**src/rtl/display_file_fetcher.sv**
```systemverilog
`default_nettype none
// ==========================================================================================
// display_file_fetcher : burst-reads one video plane's display file into a word FIFO and
//                        serialises the words into 16/8/4 bpp pixels.       Rev 1.0
// ==========================================================================================
module display_file_fetcher #(
   parameter int ADDR_W      = 22,
   parameter int FIFO_DEPTH  = 8,
   parameter int BURST_WORDS = 4
) (
   input  logic              clk,
   input  logic              reset,
   output logic [ADDR_W-1:0] address,
   output logic              as,
   input  logic [15:0]       din,
   input  logic              bus_ack,
   input  logic              burstdata_valid,
   input  logic              reload_vsr,
   input  logic [ADDR_W-1:0] vsr_in,
   input  logic [1:0]        mode_in,
   input  logic              read_pixels,
   output logic              pix_valid,
   input  logic              pix_strobe,
   output logic [15:0]       pix_data,
   output logic              underflow
);

   localparam int c_cnt_w = $clog2(FIFO_DEPTH) + 1;
   localparam int c_ptr_w = (FIFO_DEPTH > 1) ? $clog2(FIFO_DEPTH) : 1;
   localparam logic [c_cnt_w-1:0] c_depth   = c_cnt_w'(FIFO_DEPTH);
   localparam logic [c_cnt_w-1:0] c_burst   = c_cnt_w'(BURST_WORDS);
   localparam logic [c_cnt_w-1:0] c_cnt_one = c_cnt_w'(1);
   localparam logic [c_ptr_w-1:0] c_ptr_one = c_ptr_w'(1);
   localparam logic [ADDR_W-1:0]  c_two     = ADDR_W'(2);
   localparam logic [ADDR_W-1:0]  c_bmask   = ADDR_W'(BURST_WORDS - 1);

   typedef enum logic [1:0] {
      ST_IDLE  = 2'd0,
      ST_READ  = 2'd1,
      ST_DRAIN = 2'd2
   } state_t;

   state_t              state_q, state_d;
   logic                as_q, as_d;
   logic                discard_q, discard_d;
   logic [ADDR_W-1:0]   vsr_q, vsr_d;
   logic [1:0]          mode_q, mode_d;
   logic [c_ptr_w-1:0]  wr_ptr_q, wr_ptr_d;
   logic [c_ptr_w-1:0]  rd_ptr_q, rd_ptr_d;
   logic [c_cnt_w-1:0]  count_q, count_d;
   logic [1:0]          sub_q, sub_d;
   logic [15:0]         rd_data_q, rd_data_d;
   logic                hazard_q, hazard_d;
   logic                underflow_q, underflow_d;
   logic [15:0]         mem_q [FIFO_DEPTH];

   logic                push_w;
   logic                pop_w;
   logic                take_w;
   logic                pix_valid_w;
   logic [1:0]          last_sub_w;
   logic [ADDR_W-1:0]   vsr_inc_w;
   logic [15:0]         pix_data_w;

   // A word written this cycle into the slot being read is not visible in rd_data yet.
   assign pix_valid_w = (count_q != '0) && !hazard_q;

   always_comb begin
      state_d     = state_q;
      as_d        = as_q;
      discard_d   = discard_q;
      vsr_d       = vsr_q;
      mode_d      = mode_q;
      wr_ptr_d    = wr_ptr_q;
      rd_ptr_d    = rd_ptr_q;
      count_d     = count_q;
      sub_d       = sub_q;
      underflow_d = underflow_q;
      push_w      = 1'b0;
      pop_w       = 1'b0;
      vsr_inc_w   = vsr_q + c_two;

      unique case (mode_q)
         2'd1:    last_sub_w = 2'd3;
         2'd2:    last_sub_w = 2'd0;
         default: last_sub_w = 2'd1;
      endcase
      take_w = pix_strobe && pix_valid_w;

      if (reload_vsr) begin
         vsr_d       = vsr_in;
         mode_d      = mode_in;
         wr_ptr_d    = '0;
         rd_ptr_d    = '0;
         count_d     = '0;
         sub_d       = 2'd0;
         underflow_d = 1'b0;
         discard_d   = 1'b0;
         // An outstanding bus request must still be closed by the arbiter.
         if ((state_q != ST_IDLE) && !bus_ack) begin
            state_d = ST_DRAIN;
            as_d    = 1'b1;
         end else begin
            state_d = ST_IDLE;
            as_d    = 1'b0;
         end
      end else begin
         if (pix_strobe && !pix_valid_w) underflow_d = 1'b1;
         if (take_w) begin
            pop_w = (sub_q == last_sub_w);
            sub_d = pop_w ? 2'd0 : sub_q + 2'd1;
         end

         unique case (state_q)
            ST_IDLE: begin
               if (read_pixels && ((c_depth - count_q) >= c_burst)) begin
                  state_d = ST_READ;
                  as_d    = 1'b1;
               end
            end
            ST_READ: begin
               if (burstdata_valid && !discard_q) begin
                  push_w = 1'b1;
                  vsr_d  = vsr_inc_w;
                  // Crossing the aligned block means the rest of the burst has wrapped.
                  if (((vsr_inc_w >> 1) & c_bmask) == '0) discard_d = 1'b1;
               end
               if (bus_ack) begin
                  as_d      = 1'b0;
                  discard_d = 1'b0;
                  state_d   = ST_IDLE;
               end
            end
            ST_DRAIN: begin
               if (bus_ack) begin
                  as_d    = 1'b0;
                  state_d = ST_IDLE;
               end
            end
            default: begin
               as_d    = 1'b0;
               state_d = ST_IDLE;
            end
         endcase

         if (push_w) wr_ptr_d = wr_ptr_q + c_ptr_one;
         if (pop_w)  rd_ptr_d = rd_ptr_q + c_ptr_one;
         unique case ({push_w, pop_w})
            2'b10:   count_d = count_q + c_cnt_one;
            2'b01:   count_d = count_q - c_cnt_one;
            default: count_d = count_q;
         endcase
      end

      hazard_d  = push_w && (wr_ptr_q == rd_ptr_d);
      rd_data_d = mem_q[rd_ptr_d];
   end

   always_comb begin
      pix_data_w = 16'h0000;
      unique case (mode_q)
         2'd2: pix_data_w = rd_data_q;
         2'd1: begin
            unique case (sub_q)
               2'd0:    pix_data_w = {12'h000, rd_data_q[15:12]};
               2'd1:    pix_data_w = {12'h000, rd_data_q[11:8]};
               2'd2:    pix_data_w = {12'h000, rd_data_q[7:4]};
               default: pix_data_w = {12'h000, rd_data_q[3:0]};
            endcase
         end
         default: pix_data_w = sub_q[0] ? {8'h00, rd_data_q[7:0]} : {8'h00, rd_data_q[15:8]};
      endcase
   end

   always_ff @(posedge clk or negedge reset) begin
      if (!reset) begin
         state_q     <= ST_IDLE;
         as_q        <= 1'b0;
         discard_q   <= 1'b0;
         vsr_q       <= '0;
         mode_q      <= 2'd0;
         wr_ptr_q    <= '0;
         rd_ptr_q    <= '0;
         count_q     <= '0;
         sub_q       <= 2'd0;
         rd_data_q   <= 16'h0000;
         hazard_q    <= 1'b0;
         underflow_q <= 1'b0;
         for (int i = 0; i < FIFO_DEPTH; i++) mem_q[i] <= 16'h0000;
      end else begin
         state_q     <= state_d;
         as_q        <= as_d;
         discard_q   <= discard_d;
         vsr_q       <= vsr_d;
         mode_q      <= mode_d;
         wr_ptr_q    <= wr_ptr_d;
         rd_ptr_q    <= rd_ptr_d;
         count_q     <= count_d;
         sub_q       <= sub_d;
         rd_data_q   <= rd_data_d;
         hazard_q    <= hazard_d;
         underflow_q <= underflow_d;
         if (push_w) mem_q[wr_ptr_q] <= din;
      end
   end

   always @(posedge clk) begin
      if (reset && push_w) assert (count_q != c_depth);
   end

   assign address   = vsr_q;
   assign as        = as_q;
   assign pix_valid = pix_valid_w;
   assign pix_data  = pix_data_w;
   assign underflow = underflow_q;

endmodule
`default_nettype wire
```
**config.mk**
```make
export PLATFORM = sky130hd
export DESIGN_NAME = display_file_fetcher
export DESIGN_NICKNAME = d
export VERILOG_FILES = /design/src/rtl/display_file_fetcher.sv
export SDC_FILE = /design/constraint.sdc
export NUM_CORES = 1
export LEC_CHECK = 0
export ABC_AREA = 1
export BUFFER_PORTS_ARGS = -buffer_cell sky130_fd_sc_hd__buf_4
export CAP_MARGIN = 20
export CORE_MARGIN = 2
export CORE_UTILIZATION = 40
export CTS_CLUSTER_SIZE = 24
export DETAILED_ROUTE_END_ITERATION = 6
export GPL_TIMING_DRIVEN = 0
export SLEW_MARGIN = 20
export SYNTH_ARGS = -nofsm -noshare
export SYNTH_HDL_FRONTEND = slang
export SYNTH_SLANG_ARGS = --single-unit
```
**constraint.sdc**
```tcl
create_clock -name clk -period 2.4 [get_ports clk]
set_clock_uncertainty 0.15 [all_clocks]
set_input_delay 0.24 -clock clk [delete_from_list [all_inputs] [get_ports clk]]
set_output_delay 0.24 -clock clk [all_outputs]
set_load 0.05 [all_outputs]
```
== Word level (Yosys, flattened, before mapping) ==
Cells that the tools add are included.

* Register bits after elaboration: 186
* Word-level logic and storage cells: 119
* Output and inout port bits: 41
* Input port bits: 47

* Equal/unequal tests: 12
* Reduce and logical (&&, ||, !) cells: 29
* $add $sub $neg: 7
* Bitwise gates (word level): 2
* Multiplexer cells: 45
* Magnitude comparators: 4

{| class="wikitable"
|+ Operators by type and width
! kind !! number
|-
| $bwmux 128 || 1
|-
| $mux 22 || 3
|-
| $bmux 16 s3 || 1
|-
| $demux 16 s3 || 1
|-
| $mux 16 || 3
|-
| $pmux 16 s2 || 1
|-
| $add 22x2->22 const B || 1
|-
| $logic_not 22->1 || 1
|-
| $mux 1 || 17
|-
| $mux 2 || 7
|-
| $mux 3 || 4
|-
| $pmux 4 s3 || 1
|-
| $reduce_bool 2->1 || 6
|-
| $reduce_bool 3->1 || 3
|-
| $eq 2x1->1 const B || 4
|-
| $eq 2x2->1 const B || 4
|-
| $ge 4x4->1 const B || 2
|-
| $logic_and 1x1->1 || 8
|-
| $mux 8 || 1
|-
| $not 3->4 || 2
|-
| $pmux 2 s2 || 2
|-
| $pmux 4 s2 || 1
|-
| $add 3x1->3 const B || 2
|-
| $add 4x1->4 const B || 1
|-
| 17 further kinds || 22
|}

== Longest topological paths before layout ==
Gate-level depths: netlist of run 1.

* Depth in word-level cells: 11
* Mapped depth: 18
* Depth with buffers taken out: 16

== Least setup slack after synthesis of run 1 ==
Ideal clock, no wire load.

* Path kind: reg2out
* Start point: register mode_q[0]
* End point: output pix_data[4]
* Required time: 2.010 ns
* Cell stages (with the launch flop): 6
* Path slack: -0.167 ns
* Buffers on the path: 0
* Arrival time: 2.177 ns
* Path through: dfrtp_1 > inv_1 > ha_1 > nand2_1 > o21ai_1 > o21ai_0

* Cells in the longest elaborated chain, start to end: 2
* Elaborated cells between the ends (all ways): 3
* Those cells by class: eq/ne (2); mux (1)

{| class="wikitable"
|+ RTL lines
! what !! RTL line !! source
|-
| start: declaration || 47 || <nowiki>logic [1:0] mode_q, mode_d;</nowiki>
|-
| start signal: assignment || 195 || <nowiki>mode_q <= mode_d;</nowiki>
|-
| $eq 2x1->1 or $eq 2x2->1 (tied branches) || 161 || <nowiki>unique case (mode_q)</nowiki>
|-
| $pmux 16 s2 (*) || 161 ||
|-
| end: declaration || 24 || <nowiki>output logic [15:0] pix_data,</nowiki>
|}

Mark *: on every way between the ends. The rest lies on a longest branch, timed or not.

== Worst setup path in the final report of run 1 ==
* Start point: register mode_q[1]
* End point: register rd_data_q[11]

* Cells in the longest elaborated chain, start to end: 11
* Elaborated cells between the ends (all ways): 12
* Those cells by class: eq/ne (3); mux (8); bitwise (1)

{| class="wikitable"
|+ RTL lines
! what !! RTL line !! source
|-
| $eq 2x2->1 or $eq 2x1->1 (tied branches) || 83 || <nowiki>unique case (mode_q)</nowiki>
|-
| $pmux 2 s2 (*) || 83 ||
|-
| $eq 2x2->1 (*) || 110 || <nowiki>pop_w = (sub_q == last_sub_w);</nowiki>
|-
| $mux 1 (*) || 109 || <nowiki>if (take_w) begin</nowiki>
|-
| $mux 1 (*) || 90 || <nowiki>if (reload_vsr) begin</nowiki>
|-
| $mux 3 (*) || 147 || <nowiki>if (pop_w) rd_ptr_d = rd_ptr_q + c_ptr_one;</nowiki>
|-
| $mux 3 (*) || 90 ||
|-
| $not 3->4 (not written as such) (*) || 156 || <nowiki>rd_data_d = mem_q[rd_ptr_d];</nowiki>
|-
| $bmux 16 s3 (*) || 156 ||
|-
| $mux 16 (not written as such) (*) (2 in a row) || 156 ||
|-
| via rd_data_d[11] || 52 || <nowiki>logic [15:0] rd_data_q, rd_data_d;</nowiki>
|-
| end signal: assignment || 200 || <nowiki>rd_data_q <= rd_data_d;</nowiki>
|-
| end: declaration || 52 ||
|}

The timed path passes the listed nets; every way through them passes the cells marked *. The select of a mux whose other input is x is not followed.
A chain may end at the register's enable or synchronous reset.

==> results of run 1 <==
## cells in the mapped netlist (all sizes together), types with 6 or more instances
| cell type | n | area share [%] |
|---|---|---|
| a21oi | 14 | 0.74 |
| buf | 24 | 2.2 |
| clkbuf | 32 | 1.3 |
| dfrtp | 186 | 49 |
| ha | 13 | 1.7 |
| inv | 144 | 5.8 |
| nand2 | 509 | 21 |
| nand3 | 68 | 4.0 |
| nand4 | 8 | 0.53 |
| nor2 | 24 | 1.1 |
| nor3 | 6 | 0.37 |
| o211ai | 12 | 0.95 |
| o21ai | 155 | 8.2 |
| xor2 | 11 | 1.0 |
## cell families after synthesis
group / count (synthesis)
XOR/XNOR: 16
AO/OA/AOI/OAI: 198
flip-flops: 186
AND/OR/NAND/NOR: 617
buffers and inverters: 202
adder cells (fa/ha/maj): 13
## worst max-delay path, delay by kind of cell (launching register included)
family	cells	cell delay [ns]
fa+ha+maj	1	0.18
flops	1	0.44
compound gates	1	0.15
simple gates	10	0.86
buf+inv	5	0.54
## metal layers
layer  part of all wire, %  GRT usage (%)
met4                   1.7           6.88
met2                    49           38.2
met1                    45           29.4
met5                     0              0
met3                   4.6           2.90
## power groups by stage
stage	combinational, uW	clock [uW]	sequential [uW]
after floorplan	2190	0	4220
after CTS	3690	2910	4010
final	4080	2850	4010
after detailed placement	3460	0	4060
after global placement	3420	0	4040
after global routing	4470	3020	4080
## area by class of cell
class | instances | area share [%]
Multi-Input combinational cell | 844 | 35.2
Buffer | 54 | 3.53
Sequential cell | 186 | 38.3
Tap cell | 319 | 3.28
Clock buffer | 17 | 3.50
Inverter | 146 | 4.70
Clock inverter | 15 | 1.49
Timing Repair Buffer | 134 | 10.0
## final timing paths
check / startpoint / slack (ns) / to / depth (start not counted)
max reg2reg: mode_q[1] / -0.002 / rd_data_q[11] / 17
max: mode_q[1] / -0.002 / rd_data_q[11] / 17
min: din[15] / 0.05 / mem_q[31] / 3
min reg2reg: address[0] / 0.33 / address[0] / 2
max in group asynchronous: reset / 0.96 / mem_q[57] / 4
min in group asynchronous: reset / 0.07 / address[10] / 2
## per-stage QoR
stage / total power, uW / TNS, ns
final: 10900 / -0.00168
after global routing: 11600 / -0.972
after CTS: 10600 / 0
after detailed placement: 7510 / -13.04
after global placement: 7460 / -70.54
after floorplan: 6410 / -0.667
## registers in the layout, summed over array words and instances, names as in the netlist
name,cells
mem_q,128
state_q,2
count_q,4
wr_ptr_q,3
hazard_q,1
as,1
rd_data_q,16
address,22
underflow,1
mode_q,2
rd_ptr_q,3
sub_q,2
discard_q,1
## repair_timing
item / CTS / global route
pin swaps: 0 / 30
resized for setup: 56 / 117
gates cloned: 0 / 4
hold endpoints to repair: 127 / 0
endpoints found under the setup margin: 88 / 130
hold buffers: 27 / 0
setup buffers: 8 / 7
==> run_results.csv, run 1 <==
group,metric,value,unit
outcome,status,"finished, violations left",
outcome,violations,"negative setup slack",
cells_and_area,layout-drive-gt1-share,21.8,%
worst_setup_path,slowest_delay,0.44,ns
timing,worst_slew_pin_slew,0.589,ns
grt,grt_pass1_wl,42.8,mm
cells_and_area,layout.cells.non_filler,1715,
power,p_seq_share,36.7,%
die,die_w,158,um
drt,wl,27.3,mm
cells_and_area,layout_commonest_cell,"nand2_1",
die,die_h,158,um
timing,rsz0062_at_grt,"yes",
drt,ant_nets,0,
power,p_sw,4380,uW
cells_and_area,design_area,0.0122,mm2
cts,cts_made_buffers,17,
grt,grt_pass1_vias,8087,
place,port_buffers,86,
cts,clock-sinks,186,
synthesis,syn_nets,1292,
cells_and_area,layout.area.seq,0.00466,mm2
die,io_pins,88,
place,place_area,0.0106,mm2
hold_path,hp-class,"input pin to flip-flop",
power,p_clk_share,26.1,%
cells_and_area,antenna_cells,0,
power,pwr_density_cell,899,mW/mm2
grt,grt_usage,22.3,%
worst_setup_path,slowest_stage,"dfrtp_1",
synthesis,synth_fa_ha_area_share,1.72,%
cells_and_area,area_growth,28.4,%
timing,fin_hold_ws,0.0470,ns
timing,fin_crit_sh,100,%
place,dp_cells,1639,
synthesis,synth_edf_count,0,
timing,setup_ws,-0.00168,ns
timing,period_minus_slack,2.40,ns
timing,final_max_slew_viol_count,0,
worst_setup_path,cp_cell_sequence,"inv_2 -> ha_4 -> inv_2 -> nand2_2 -> nand2_2 -> nand2_4 -> o21bai_1 -> nand3_2 -> inv_2 -> buf_12 -> buf_8 -> nand2_1 -> nand2_1 -> nand2_4 -> nand2_2 -> nand2_2 -> nand2_2",
cts,cts-root-buf,"clkbuf_16",
drt,drtIter0Drc,641,
synthesis,synth.distinct_cells,35,
die,core,0.0233,mm2
place,dp_slack,-0.322,ns
cells_and_area,multi_input_area,0.00429,mm2
synthesis,yosysWarningCount,0,
worst_setup_path,required,2.62,ns
power,ir_drop,0.471,mV
synthesis,synth_xor_area_share,1.48,%
synthesis,synth-simple-area-share,27.2,%
drt,vias,8427,
cts,cts_tree,"yes",
cts,clk_path_buf_depth,2,
die,rows,56,
synthesis,synth.ff_latch_count,186,
timing,fmax,0.416,GHz
power,p_sw_share,40.0,%
synthesis,mappedNetlistArea,0.00948,mm2
cells_and_area,fin_util,52.2,%
power,leakagePower,0.00608,uW
drt,first_pass_iters,6,
cells_and_area,nFillCells,2308,
synthesis,synth_top_family_by_area,"simple AND/OR/NAND/NOR gates",
grt,overflow,0,
power,intPower,6560,uW
job,drv_cap,0,
die,start_util,40.6,%
synthesis,synth_flop_cell,"dfrtp_1",
place,globalplace.congestion,0.821,
cts,htree_levels,4,
timing,slew_headroom,60.7,%
synthesis,synth_compound_area_share,11.2,%
power,power_frac_comb,37.3,%
drt,wl_per_cell,15.9,um
place,dp.final_hpwl,18.9,mm
drt,drc,0,
cells_and_area,final_cell_mix,"433 x nand2_1, 184 x dfrtp_1, 142 x o21ai_0",
cts,clock_latency,0.45,ns
drt,viasPerCell,4.91,
worst_setup_path,critPathKind,"flip-flop to flip-flop",
grt,antenna_found_initial,0,
cts,clk_pin_slew_worst_paths,0.08,ns
synthesis,synth_cells,1232,
worst_setup_path,crit_path_max_fanout,10,
synthesis,synth_seq_area_share,49.1,%
synthesis,avgSynthCellArea,7.69,um2
worst_setup_path,cp.arrival,2.63,ns
grt,grt_start_max_net_pins,88,
synthesis,postSynth.asyncResetShare,100,%
timing,final-hold-violation-count,0,
worst_setup_path,endpoint_kind,"flip-flop",
worst_setup_path,crit_path_start_kind,"flip-flop",
worst_setup_path,critPathMostFrequentCell,"nand2_2",
synthesis,muxShareOfSynthArea,0,%
timing,setup_viol,1,
cells_and_area,nets,1443,
die,die_area,0.0249,mm2
No activity file was read; power rests on OpenSTA's default activity.
==> run 2, diff against run 1 <==
--- a/config.mk
+++ b/config.mk
@@ -8,11 +8,14 @@
 export ABC_AREA = 1
 export BUFFER_PORTS_ARGS = -buffer_cell sky130_fd_sc_hd__buf_4
 export CAP_MARGIN = 20
+export CELL_PAD_IN_SITES_DETAIL_PLACEMENT = 2
+export CELL_PAD_IN_SITES_GLOBAL_PLACEMENT = 2
 export CORE_MARGIN = 2
-export CORE_UTILIZATION = 40
+export CORE_UTILIZATION = 35
 export CTS_CLUSTER_SIZE = 24
 export DETAILED_ROUTE_END_ITERATION = 6
 export GPL_TIMING_DRIVEN = 0
+export PLACE_DENSITY = 0.82
 export SLEW_MARGIN = 20
 export SYNTH_ARGS = -nofsm -noshare
 export SYNTH_HDL_FRONTEND = slang
==> run_results.csv, run 2 (synthesis results as in run 1) <==
group,metric,value,unit
power,p_sw_share,44.0,%
worst_setup_path,slowest_delay,0.46,ns
cells_and_area,layout-drive-gt1-share,26.9,%
worst_setup_path,worst-path-buf-inv,3,
worst_setup_path,cp.arrival,2.23,ns
cells_and_area,max_flop_register,"mem_q",
place,dp.final_hpwl,24.2,mm
cts,clock-sinks,186,
grt,grt_start_max_net_pins,88,
die,die_w,169,um
grt,grt_pass1_wl,63.1,mm
die,io_pins,88,
die,start_util,35.4,%
power,leakagePower,0.00638,uW
timing,setup_ws,-0.220,ns
cells_and_area,largest_reg_flops,128,
power,pwr_density_cell,988,mW/mm2
place,place_area,0.0106,mm2
grt,overflow,0,
worst_setup_path,critPathTopFamily,"compound AO/OA/AOI/OAI gates",
power,p_seq_share,32.7,%
cts,cts_made_buffers,17,
worst_setup_path,cp_cell_sequence,"inv_4 -> ha_4 -> inv_2 -> o22ai_2 -> a21oi_2 -> o21ai_1 -> nand3_1 -> o221ai_2 -> buf_6",
cells_and_area,layout_commonest_cell,"nand2_1",
drt,vias,9745,
power,intPower,7090,uW
grt,grt_usage,29.3,%
grt,grt_pass1_vias,10592,
worst_setup_path,crit_path_start_kind,"flip-flop",
job,drv_cap,0,
cts,clock_latency,0.47,ns
outcome,violations,"negative setup slack",
timing,rsz0062_at_grt,"yes",
place,port_buffers,86,
drt,viasPerCell,5.53,
die,die_area,0.0284,mm2
die,rows,60,
cells_and_area,antenna_cells,0,
place,globalplace.congestion,0.797,
outcome,status,"finished, violations left",
timing,fmax,0.382,GHz
cts,clk_pin_slew_worst_paths,0.08,ns
cells_and_area,final_cell_mix,"409 x nand2_1, 181 x dfrtp_1, 133 x o21ai_0",
timing,final-hold-violation-count,0,
power,p_clk_share,25.3,%
die,core,0.0268,mm2
worst_setup_path,endpoint_kind,"output port",
drt,drc,0,
worst_setup_path,r2r_slack,-0.18,ns
power,ir_drop,0.425,mV
power,power_frac_comb,42.0,%
hold_path,hp-class,"input pin to flip-flop",
drt,wl_per_cell,26.9,um
cells_and_area,layout.cells.non_filler,1762,
cts,htree_levels,4,
timing,period_minus_slack,2.62,ns
timing,setup_viol,36,
cts,cts-root-buf,"clkbuf_16",
die,die_h,169,um
cts,clk_path_buf_depth,2,
timing,fin_crit_sh,109,%
cells_and_area,nets,1468,
cts,cts_tree,"yes",
drt,wl,47.4,mm
timing,worst_slew_pin_slew,0.770,ns
grt,antenna_found_initial,0,
worst_setup_path,critPathKind,"flip-flop to output port",
worst_setup_path,crit_path_max_fanout,4,
cells_and_area,design_area,0.0128,mm2
timing,final_max_slew_viol_count,0,
drt,drtIter0Drc,621,
cells_and_area,area_growth,35.3,%
worst_setup_path,slowest_stage,"dfrtp_2",
drt,ant_nets,0,
cells_and_area,nFillCells,2874,
timing,slew_headroom,48.7,%
drt,first_pass_iters,5,
power,p_sw,5570,uW
worst_setup_path,required,2.01,ns
place,dp_cells,1661,
-- run 2: stage by stage --
step | util (%) | TNS (ns) | total power [uW] | hold slack, ns | setup slack (ns)
final | 47.8 | -3.48 | 12700 | 0.0378 | -0.220
after global routing | 47.8 | -9.61 | 13100 | 0.0649 | -0.289
after CTS | 45.2 | -0.361 | 11400 | 0.0463 | -0.0597
after detailed placement | 39.6 | -24.69 | 7750 | 0.00923 | -0.406
after global placement | 39.4 | -92.75 | 7540 | 0.297 | -0.425
after floorplan | - | -0.667 | 6410 | -0.206 | -0.167
-- run 2: power by group through the flow --
stage	Combinational, uW	Sequential [uW]	Clock [uW]
floorplan	2190	4220	0
global placement	3490	4040	0
detailed placement	3670	4080	0
CTS	4260	4030	3150
global route	5630	4180	3320
finish	5320	4140	3200
-- run 2: area by class of cell --
class	count	area, um2	area share, %
clock buffer	17	425	3.32
buffer	54	458	3.57
sequential	186	4660	36.4
tap	341	427	3.33
clock inverter	15	206	1.61
timing repair buffer	159	1480	11.5
inverter	146	568	4.43
multi-input combinational	844	4600	35.9
-- run 2: worst paths after layout --
| kind | end | startpoint | depth (start not counted) |
|---|---|---|---|
| worst max register to register | rd_data_q[11] | count_q[0] | 14 |
| worst max-delay path | pix_data[1] | sub_q[0] | 9 |
| worst min register to register | mem_q[106] | mem_q[106] | 2 |
| max in group asynchronous | mem_q[107] | reset | 3 |
| min in group asynchronous | address[10] | reset | 2 |
| worst min-delay path | mem_q[73] | din[9] | 3 |
-- run 2: worst register-to-register path, delay by kind of cell (launching register included) --
kind / cells / cell delay [ns]
buf+inv: 4 / 0.60
flops: 1 / 0.49
simple gates: 10 / 1.25
-- run 2: timing repair --
item / CTS / global route
gates resized for setup: 122 / 171
endpoints found under the setup margin: 94 / 111
cloned: 3 / 1
setup buffers: 20 / 20
pin swaps: 12 / 55
hold buffers: 27 / 0
endpoints found under the hold margin: 199 / 0
-- run 2: per-layer routing --
| layer | track usage (%) | up-vias | part of all wire (%) |
|---|---|---|---|
| met3 | 4.30 | 116 | 4.0 |
| li1 | - | 4210 | - |
| met2 | 53.9 | 301 | 52 |
| met4 | 9.07 | 0 | 4.1 |
| met5 | 0 | - | 0 |
| met1 | 35.3 | 5118 | 40 |
==> run 3, diff against run 2 <==
--- a/config.mk
+++ b/config.mk
@@ -10,7 +10,6 @@
 export CAP_MARGIN = 20
 export CELL_PAD_IN_SITES_DETAIL_PLACEMENT = 2
 export CELL_PAD_IN_SITES_GLOBAL_PLACEMENT = 2
-export CORE_MARGIN = 2
 export CORE_UTILIZATION = 35
 export CTS_CLUSTER_SIZE = 24
 export DETAILED_ROUTE_END_ITERATION = 6
==> run_results.csv, run 3 (synthesis results as in run 1) <==
group,metric,value,unit
grt,antenna_found_initial,0,
cells_and_area,nets,1460,
grt,grt_pass1_vias,10054,
cells_and_area,largest_reg_flops,128,
timing,rsz0062_at_grt,"yes",
cts,cts_made_buffers,17,
timing,final-hold-violation-count,0,
timing,period_minus_slack,2.54,ns
drt,first_pass_iters,7,
outcome,violations,"design-rule violations, negative setup slack",
timing,setup_viol,32,
die,core,0.0263,mm2
cts,clk_path_buf_depth,2,
power,leakagePower,0.00613,uW
cells_and_area,nFillCells,2881,
cells_and_area,layout_commonest_cell,"nand2_1",
die,die_area,0.0277,mm2
drt,vias,9266,
timing,fin_crit_sh,106,%
cells_and_area,final_cell_mix,"434 x nand2_1, 183 x dfrtp_1, 138 x o21ai_0",
worst_setup_path,cp.arrival,2.79,ns
drt,ant_nets,0,
cells_and_area,layout-drive-gt1-share,24.1,%
timing,fmax,0.394,GHz
job,drv_cap,0,
cts,clock-sinks,186,
die,die_h,167,um
drt,viasPerCell,5.30,
timing,worst_slew_pin_slew,0.741,ns
timing,setup_ws,-0.140,ns
drt,drc,13,
cts,cts_tree,"yes",
die,start_util,36.1,%
power,pwr_density_cell,953,mW/mm2
outcome,status,"finished, violations left",
place,globalplace.congestion,0.783,
worst_setup_path,crit_path_max_fanout,10,
cells_and_area,antenna_cells,0,
timing,final_max_slew_viol_count,0,
worst_setup_path,crit_path_start,"count_q[0]",
grt,grt_start_max_net_pins,96,
worst_setup_path,endpoint_kind,"flip-flop",
grt,grt_usage,26.4,%
worst_setup_path,critPathKind,"flip-flop to flip-flop",
die,rows,59,
place,port_buffers,86,
worst_setup_path,required,2.65,ns
cts,htree_levels,4,
cts,clk_pin_slew_worst_paths,0.08,ns
drt,drtIter0Drc,449,
drt,wl,41.0,mm
power,ir_drop,0.511,mV
die,io_pins,88,
cells_and_area,area_growth,32.3,%
cts,clock_latency,0.46,ns
worst_setup_path,r2r-start,"count_q[0]",
power,power,11900,uW
worst_setup_path,crit_path_start_kind,"flip-flop",
place,dp.final_hpwl,23.7,mm
grt,overflow,0,
drt,wl_per_cell,23.4,um
cts,cts-root-buf,"clkbuf_16",
cells_and_area,max_flop_register,"mem_q",
die,die_w,167,um
timing,slew_headroom,50.6,%
hold_path,hp-class,"input pin to async pin",
timing,fin_tns_setup,-1.43,ns
grt,grt_pass1_wl,56.0,mm
[run 3: cell count changes in the layout (fill, tap and decap cells not counted), sizes merged]
cell,delta
clkinvlp,+2
bufinv,-1
clkbuf,+8
clkinv,-4
inv,+2
buf,-15
[run 3: what timing repair did]
item / CTS / global route
setup endpoints to repair: 94 / 108
setup buffers: 12 / 18
hold endpoints to repair: 214 / 0
resized for setup: 90 / 134
cloned: 1 / 4
hold buffers: 27 / 0
pin swaps: 4 / 38
[run 3: final timing paths]
path / end / slack (ns) / cells past startpoint
worst max-delay path: rd_data_q[2] / -0.14 / 12
max in group asynchronous: mem_q[7] / 1.36 / 3
worst min-delay path: address[12] / 0.02 / 2
worst max register to register: rd_data_q[2] / -0.14 / 12
min in group clk: mem_q[8] / 0.03 / 3
worst min register to register: mem_q[98] / 0.34 / 2
[run 3: through the flow]
step,worst slack (ns),hold slack (ns),instance area [um2],std cells,util [%]
2_1_floorplan,-0.167,-0.206,9480,1232,-
3_3_place_gp,-0.401,0.296,10500,1653,40.1
3_5_place_dp,-0.391,-0.103,10600,1655,40.3
4_1_cts,-0.0183,0.00302,11900,1726,45.2
5_1_grt,-0.226,0.0213,12500,1748,47.7
6_report,-0.140,0.0164,12500,1748,47.7
[run 3: final cells by class]
type / instances / area [um2] / area share (%)
inverters: 146 / 567 / 4.52
multi-input cells: 844 / 4400 / 35.1
flip-flops and latches: 186 / 4660 / 37.2
well taps: 335 / 419 / 3.34
clock buffers: 18 / 429 / 3.42
clock inverters: 14 / 175 / 1.40
repair buffers: 150 / 1410 / 11.3
plain buffers: 55 / 479 / 3.82
[run 3: power by group]
group,switching [uW],internal (uW)
combinational,3110,1700
sequential,449,3640
clock,1540,1500
total,5100,6850
[run 3: critical path, stage by stage (launching register included)]
cell and delay, ns:
dfrtp_1 0.48, nor2_2 0.21, nand2_2 0.09, nand3_2 0.19
nor2_4 0.06, buf_6 0.13, or2_4 0.27, nand3_4 0.18
buf_6 0.20, nand3_1 0.12, nand2_1 0.19, nand2_1 0.11
nand2_1 0.09
[run 3: layer usage]
layer	track usage [%]	up-vias	wire length, um
met5	0	-	0
met4	10.4	0	1490
met3	3.07	85	1160
met2	48.7	197	21800
met1	31.1	4778	16500
li1	-	4206	-
